## src/rtl/phase_seq_monitor.sv

```systemverilog
// phase_seq_monitor: tracks a rotating one-hot phase, locks after LOCK_N advances and counts rotations.
// Define PHASE_MON_REV_EN to also accept and count reverse rotation.
module phase_seq_monitor #(
    parameter int CNT_W  = 8,
    parameter int LOCK_N = 2
) (
    input  logic             clk,
    input  logic             rst,
    input  logic [3:0]       phase_in,
    input  logic             clr_err,
    output logic [1:0]       phase_idx,
    output logic             phase_vld,
    output logic             locked,
    output logic [CNT_W-1:0] cycle_cnt,
    output logic             cycle_done,
    output logic             seq_err,
    output logic [1:0]       err_code,
    output logic             dir
);
    typedef enum logic [1:0] {SYNC, TRACK, LOCKED, FAULT} state_t;
    state_t state, state_nxt;
    logic [3:0] last, last_nxt;
    logic [2:0] good, good_nxt;
    logic [1:0] err_nxt;
    logic [CNT_W-1:0] cnt_nxt;
    logic done_nxt, zero, onehot, hold, fwd, adv, flip, wrap, down;
    assign zero   = phase_in == 4'd0;
    assign onehot = !zero && (phase_in & (phase_in - 4'd1)) == 4'd0;
    assign hold   = zero || phase_in == last;
    assign fwd    = phase_in == {last[2:0], last[3]};
`ifdef PHASE_MON_REV_EN
    logic rev, dir_nxt;
    assign rev     = phase_in == {last[0], last[3:1]};
    assign adv     = dir ? rev : fwd;
    assign flip    = dir ? fwd : rev;
    assign down    = dir;
    assign wrap    = dir ? last == 4'b0001 && phase_in == 4'b1000 : last == 4'b1000 && phase_in == 4'b0001;
    assign dir_nxt = state == TRACK && flip ? !dir : dir;
`else
    assign adv  = fwd;
    assign flip = 1'b0;
    assign down = 1'b0;
    assign wrap = last == 4'b1000 && phase_in == 4'b0001;
    assign dir  = 1'b0;
`endif
    always_comb begin
        state_nxt = state;
        last_nxt  = last;
        good_nxt  = good;
        err_nxt   = err_code;
        cnt_nxt   = cycle_cnt;
        done_nxt  = 1'b0;
        if (state == FAULT) begin
            state_nxt = clr_err ? SYNC : FAULT;
            err_nxt   = clr_err ? 2'b00 : err_code;
        end else if (!zero && !onehot) begin
            state_nxt = FAULT;
            err_nxt   = 2'b01;
        end else if (!hold) begin
            if (state == LOCKED) begin
                state_nxt = adv ? LOCKED : FAULT;
                err_nxt   = adv ? err_code : 2'b10;
                last_nxt  = adv ? phase_in : last;
                done_nxt  = wrap;
                cnt_nxt   = !wrap ? cycle_cnt : down ? cycle_cnt - CNT_W'(1) : cycle_cnt + CNT_W'(1);
            end else begin
                // an opposite-direction advance counts as the first step of the new direction
                last_nxt  = phase_in;
                good_nxt  = state == TRACK && adv ? good + 3'd1 : state == TRACK && flip ? 3'd1 : 3'd0;
                state_nxt = state == TRACK && good_nxt == 3'(LOCK_N) ? LOCKED : TRACK;
            end
        end
    end
    always_ff @(posedge clk) begin
        if (!rst) begin
            state      <= SYNC;
            last       <= '0;
            good       <= '0;
            phase_idx  <= '0;
            phase_vld  <= 1'b0;
            locked     <= 1'b0;
            cycle_cnt  <= '0;
            cycle_done <= 1'b0;
            seq_err    <= 1'b0;
            err_code   <= '0;
`ifdef PHASE_MON_REV_EN
            dir        <= 1'b0;
`endif
        end else begin
            state      <= state_nxt;
            last       <= last_nxt;
            good       <= good_nxt;
            phase_vld  <= onehot;
            locked     <= state_nxt == LOCKED;
            cycle_cnt  <= cnt_nxt;
            cycle_done <= done_nxt;
            seq_err    <= state_nxt == FAULT;
            err_code   <= err_nxt;
            if (onehot && state != FAULT)
                phase_idx <= {phase_in[3] | phase_in[2], phase_in[3] | phase_in[1]};
`ifdef PHASE_MON_REV_EN
            dir        <= dir_nxt;
`endif
        end
    end
endmodule

```

## config.mk

```make
export PLATFORM = sky130hd
export DESIGN_NAME = phase_seq_monitor
export DESIGN_NICKNAME = d
export VERILOG_FILES = /design/src/rtl/phase_seq_monitor.sv
export SDC_FILE = /design/constraint.sdc
export NUM_CORES = 1
export LEC_CHECK = 0
export CAP_MARGIN = 10
export CORE_AREA = 2 2 53 55
export CTS_CLUSTER_DIAMETER = 50
export CTS_CLUSTER_SIZE = 12
export DETAILED_ROUTE_END_ITERATION = 16
export DIE_AREA = 0 0 55 57
export GPL_ROUTABILITY_DRIVEN = 0
export PLACE_DENSITY = 0.81
export SLEW_MARGIN = 10
export SYNTH_ARGS = -nofsm -noshare
export SYNTH_HDL_FRONTEND = slang
export SYNTH_SLANG_ARGS = --single-unit
```

## constraint.sdc

```tcl
create_clock -name clk -period 3.95 [get_ports clk]
set_input_delay 0.79 -clock clk [delete_from_list [all_inputs] [get_ports clk]]
set_output_delay 0.79 -clock clk [all_outputs]
set_load 0.01 [all_outputs]
```

==> impl_metrics.toml, run 1 <==
[die]
start_util = 0.523
ios = 24
die_h_um = 57
fp.dieArea_mm2 = 0.00314
fp.coreArea_mm2 = 0.00262
fp-row-count = 19
die_w_um = 55

[place]
place_inst = 189
dp_hpwl_um = 1930
numPortBuffers = 22

[timing]
setup_viol = 0
worst-slew-pin-transition_ps = 785
min_period_over_period = 0.690
skew_ps = 4.68
rsz0062_at_grt = "false"
fin_setup_tns_ps = 0
finalMaxSlewViolations = 0
min_period_ps = 2720
max_freq_mhz = 367
hold_viol = 0
slew_headroom = 0.475

[synthesis]
ys_async_sr_fraction = 0
synth_area_mm2 = 0.00137
synth_area_leaders = "dfxtp_1, xnor2_1, xor2_1"
avgSynthCellArea_um2 = 9.25
synth-adder-area-share = 0.0265
synth_top_family_by_area = "simple AND/OR/NAND/NOR gates"
synthMuxAreaShare = 0.0146
yosysSeqAreaShare = 0.366
synth_edf_count = 0
synth_compound_gate_area_share = 0.151
synth_simple_gate_area_frac = 0.269
netlist_instances = 148
ys_seq_elements = 25
synth_top_area_cell = "dfxtp_1"
synthFlopType = "dfxtp_1"
synthXorXnorAreaFrac = 0.108
synth_top_area_frac = 0.366
ys_types = 48
syn_nets = 157
synth_warnings = 0

[clock_network]
numCtsBuffers = 3
cts_setup_buffers = 0
clkSlewWorstSetupHoldPaths_ps = 120
cts_hold_buf = 0
clockRootBuffer = "clkbuf_4"
cts_buffer_depth = 2
cts_sinks = 25
htree_num_levels = 1
cts_tree = "done"
post_cts_resized = 0
clock_latency_ps = 310

[grt]
grt_max_degree = 28
grt_pass1_vias = 979
track_usage = 0.185
grt_pass1_wl_um = 4310
antenna_found_initial = 0
grt.overflow.total = 0

[routing]
drt_wl_total_um = 2490
drt_iter0_drc = 20
drc = 0
drt_pre_antenna_iters = 4
vias = 1083
wl_per_cell_um = 12.9
drtAntennaViolNets = 0
vias_per_cell = 5.61

[setup_path]
start_kind = "input pin"
worst_ep_required_time_ps = 4210
crit_family = "simple AND/OR/NAND/NOR gates"
crit_buf_inv = 1
path_max_fanout = 9
slowest_stage = "clkdlybuf4s50_1"
max_stage_delay_ps = 730
arrival_ps = 2990
critical_path.cell_chain = "clkdlybuf4s50_1 -> xor2_2 -> nor4_4 -> or4b_1 -> nor3_1 -> o21ba_1"
end_kind = "register"
path_class = "input pin to register"

[cells_and_area]
final_cell_mix = "dfxtp_1, clkdlybuf4s50_1, nand2_1, xnor2_1"
drive_above_1_share = 0.0617
syn2layout_area_growth_pct = 15.4
nets = 172
final_common_cell = "dfxtp_1"
fin_cells = 193
antenna_cells = 0

[worst_hold_path]
worstHoldPathType = "register to register"

[status]
status = "complete, no violations"

[pwr]
leakagePower_uw = 0.000585
power_density_mw_per_mm2 = 295
ir_worst_vdd_mv = 0.225
power_frac_clock = 0.237
switchingPower_uw = 126
pwr-share-seq = 0.586
switching_share = 0.270
internal-power_uw = 340
comb_power_share = 0.177

[job]
maxCapViolCount = 0
## power groups by stage
stage	Sequential (uW)	Clock [uW]	Combinational [uW]
after global placement	278	0	80.3
final	273	110	82.6
after floorplan	276	0	63.8
after global routing	275	127	90.9
after detailed placement	279	0	82.4
after CTS	273	115	82.9
## flip-flops by register name (all words and copies together), names as in the netlist
signal	flops
cycle_done	1
cycle_cnt	8
phase_idx	2
err_code	2
good	3
locked	1
seq_err	1
state	2
phase_vld	1
last	4
## metal layers
metal / wire [um] / share of wire / vias up / global-route usage
met1: 1100 / 0.44 / 492 / 0.237
met5: 0 / 0 / - / 0
met2: 1250 / 0.50 / 26 / 0.308
met4: 38 / 0.015 / 0 / 0.0732
li1: - / - / 560 / -
met3: 95 / 0.038 / 5 / 0.0262
## worst min-delay path, cell delays in order (launching register included)
cell	delay, ps
dfxtp_1	370
nand2_1	60
o21ai_0	60
## cells in the mapped netlist (all sizes together), types with 3 or more instances
library cell,n
o21a,3
inv,3
nand4,5
dfxtp,25
and2,8
buf,7
xnor2,9
xor2,7
and3,3
nor2,6
nand2,10
clkbuf,5
nor2b,5
o21ai,9
nor4,3
nand3,6
## logic make-up (layout without fill, tap and decap cells)
logic type,Yosys count,in the layout
and+or+nand+nor,58,58
AOI/OAI and AO/OA,28,28
DFF,25,25
xor gates and xnor gates,16,16
buffers and inverters,15,29
adders and majority gates,3,3
muxes,2,2
other,1,1
## path summary, 6_finish.rpt
check | startpoint | end | slack (ps) | cells past startpoint
worst max register to register | last[0]$_SDFFE_PN0P_ | locked$_SDFF_PN0_ | 2000 | 5
worst min-delay path | last[3]$_SDFFE_PN0P_ | last[3]$_SDFFE_PN0P_ | 530 | 2
worst max-delay path | phase_in[1] | locked$_SDFF_PN0_ | 1230 | 6
worst min register to register | last[3]$_SDFFE_PN0P_ | last[3]$_SDFFE_PN0P_ | 530 | 2
## per-stage QoR
step           power, uW  setup WS [ps]   util  hold slack, ps  instance area, um2
6_report             466           1230  0.604             527                1580
5_1_grt              492           1090  0.604             563                1580
4_1_cts              471           1230  0.604             534                1580
3_5_place_dp         361            895  0.594             514                1550
3_3_place_gp         358           1010  0.594             496                1550
2_1_floorplan        340           1610      -             480                1370
## cell type report
class / instances / area [um2]
fill: 240 / 1040
timing repair buffer: 22 / 220
sequential: 25 / 500
clock buffer: 4 / 26.3
multi-input combinational: 108 / 782
inverter: 3 / 11.3
tap: 31 / 38.8
Power figures use the tool's default switching activity.
==> run 2, diff against run 1 <==
--- a/config.mk
+++ b/config.mk
@@ -6,13 +6,13 @@
 export NUM_CORES = 1
 export LEC_CHECK = 0
 export CAP_MARGIN = 10
-export CORE_AREA = 2 2 53 55
+export CORE_AREA = 2 2 55 57
 export CTS_CLUSTER_DIAMETER = 50
 export CTS_CLUSTER_SIZE = 12
 export DETAILED_ROUTE_END_ITERATION = 16
-export DIE_AREA = 0 0 55 57
+export DIE_AREA = 0 0 57 59
 export GPL_ROUTABILITY_DRIVEN = 0
-export PLACE_DENSITY = 0.81
+export PLACE_DENSITY = 0.76
 export SLEW_MARGIN = 10
 export SYNTH_ARGS = -nofsm -noshare
 export SYNTH_HDL_FRONTEND = slang
==> constraint.sdc (replaced) <==
create_clock -name clk -period 2.6 [get_ports clk]
set_input_delay 0.52 -clock clk [delete_from_list [all_inputs] [get_ports clk]]
set_output_delay 0.52 -clock clk [all_outputs]
set_load 0.01 [all_outputs]
==> impl_metrics.toml, run 2 (synthesis results as in run 1) <==
[cells_and_area]
antenna_cells = 0
regMostFlops = "cycle_cnt"
drive_above_1_share = 0.111
design_area_mm2 = 0.00165
nets = 181
final_common_cell = "dfxtp_1"
multi_input_area_um2 = 782
area.sequential_um2 = 500
largest_register_ffs = 8
final_cell_mix = "dfxtp_1, clkdlybuf4s50_1, nand2_1, xnor2_1, buf_4"
nFillCells = 249
post-route-util = 0.608
reg_top3 = "cycle_cnt (8), last (4), good (3)"
syn2layout_area_growth_pct = 20.3

[clock_network]
cts_sinks = 25
clock_latency_ps = 320
clkSlewWorstSetupHoldPaths_ps = 130
cts_hold_buf = 0
clockRootBuffer = "clkbuf_4"
htree_num_levels = 1
cts_tree = "done"
post_cts_resized = 0
numCtsBuffers = 3
cts_buffer_depth = 2
cts_setup_buffers = 0

[grt]
groute.layer.met2.usage = 0.304
grt_max_degree = 17
track_usage = 0.172
grt_pass1_vias = 1062
grt_pass1_wl_um = 4500
gr-usage-met1 = 0.206
grt.overflow.total = 0
met3_usage = 0.0218
antenna_found_initial = 0
grt-busiest-layer = "met2"

[timing]
fin_hold_ws_ps = 528
finalMaxSlewViolations = 0
max_freq_mhz = 440
hold_viol = 0
setup_viol = 0
slew_headroom = 0.671
rsz0062_at_grt = "false"
skew_ps = 5.94
min_period_ps = 2270
min_period_over_period = 0.874
worst-slew-pin-transition_ps = 487

[setup_path]
end_kind = "register"
ff2ff_setup_slack_ps = 740
slowest_stage = "clkdlybuf4s50_1"
arrival_ps = 2550
path_max_fanout = 8
worst_ep_required_time_ps = 2880
path_class = "input pin to register"
critical_path.cell_chain = "clkdlybuf4s50_1 -> xor2_1 -> nor4_4 -> or4b_1 -> nor3_1 -> o21ba_1"
start_kind = "input pin"
max_stage_delay_ps = 640

[routing]
drt_pre_antenna_iters = 4
drt_iter0_drc = 29
drc = 0
drt_wl_total_um = 2750
vias_per_cell = 5.68
drtAntennaViolNets = 0
vias = 1148
wl_per_cell_um = 13.6

[status]
status = "complete, no violations"

[place]
dp_hpwl_um = 2070
place_area_mm2 = 0.00162
numPortBuffers = 22

[die]
die_h_um = 59
start_util = 0.505
fp.dieArea_mm2 = 0.00336
ios = 24
fp-row-count = 19
die_w_um = 57
fp.coreArea_mm2 = 0.00271

[worst_hold_path]
worstHoldPathType = "register to register"

[pwr]
ir_worst_vdd_mv = 0.329
leakagePower_uw = 0.000629
power_density_mw_per_mm2 = 443

[job]
maxCapViolCount = 0
==> run 2: cell types whose count changed in the layout (fill, tap and decap cells not counted), sizes merged <==
cell / change
buf: +9
==> run 2: through the flow <==
step / power [uW] / setup slack [ps] / TNS, ps / cells
final: 730 / 329 / 0 / 202
after CTS: 737 / 325 / 0 / 202
after global routing: 766 / 203 / 0 / 202
after global placement: 557 / 46.6 / 0 / 198
after detailed placement: 561 / -2.97 / -2.97 / 198
after floorplan: 517 / 527 / 0 / 148
==> run 2: final timing paths <==
kind	from	endpoint	cells after the start
max	phase_in[0]	locked$_SDFF_PN0_	6
min	cycle_cnt[5]$_SDFFE_PN0P_	cycle_cnt[5]$_SDFFE_PN0P_	2
max reg2reg	last[0]$_SDFFE_PN0P_	locked$_SDFF_PN0_	5
min reg2reg	cycle_cnt[5]$_SDFFE_PN0P_	cycle_cnt[5]$_SDFFE_PN0P_	2
==> run 2: routing by layer <==
layer / vias to the layer above / share of wire
met3: 5 / 0.041
met2: 30 / 0.49
met1: 542 / 0.45
li1: 571 / -
met4: 0 / 0.021
met5: - / 0
==> run 2: power breakdown <==
part | total, uW | internal (uW) | switching (uW)
registers | 415 | 398 | 16.5
clock network | 176 | 60.2 | 116
logic | 139 | 68.5 | 70.4
==> run 2: final cells by class <==
cell class,count,area share
clock buffers,4,0.0160
multi-input cells,108,0.475
repair buffers,31,0.175
well taps,31,0.0236
flip-flops and latches,25,0.304
inverters,3,0.00684
==> run 2: critical path: cells and delay by family <==
kind	cells	cell delay (ps)
simple gates	3	1020
compound gates	1	170
buf+inv	1	640
xor+xnor	1	190
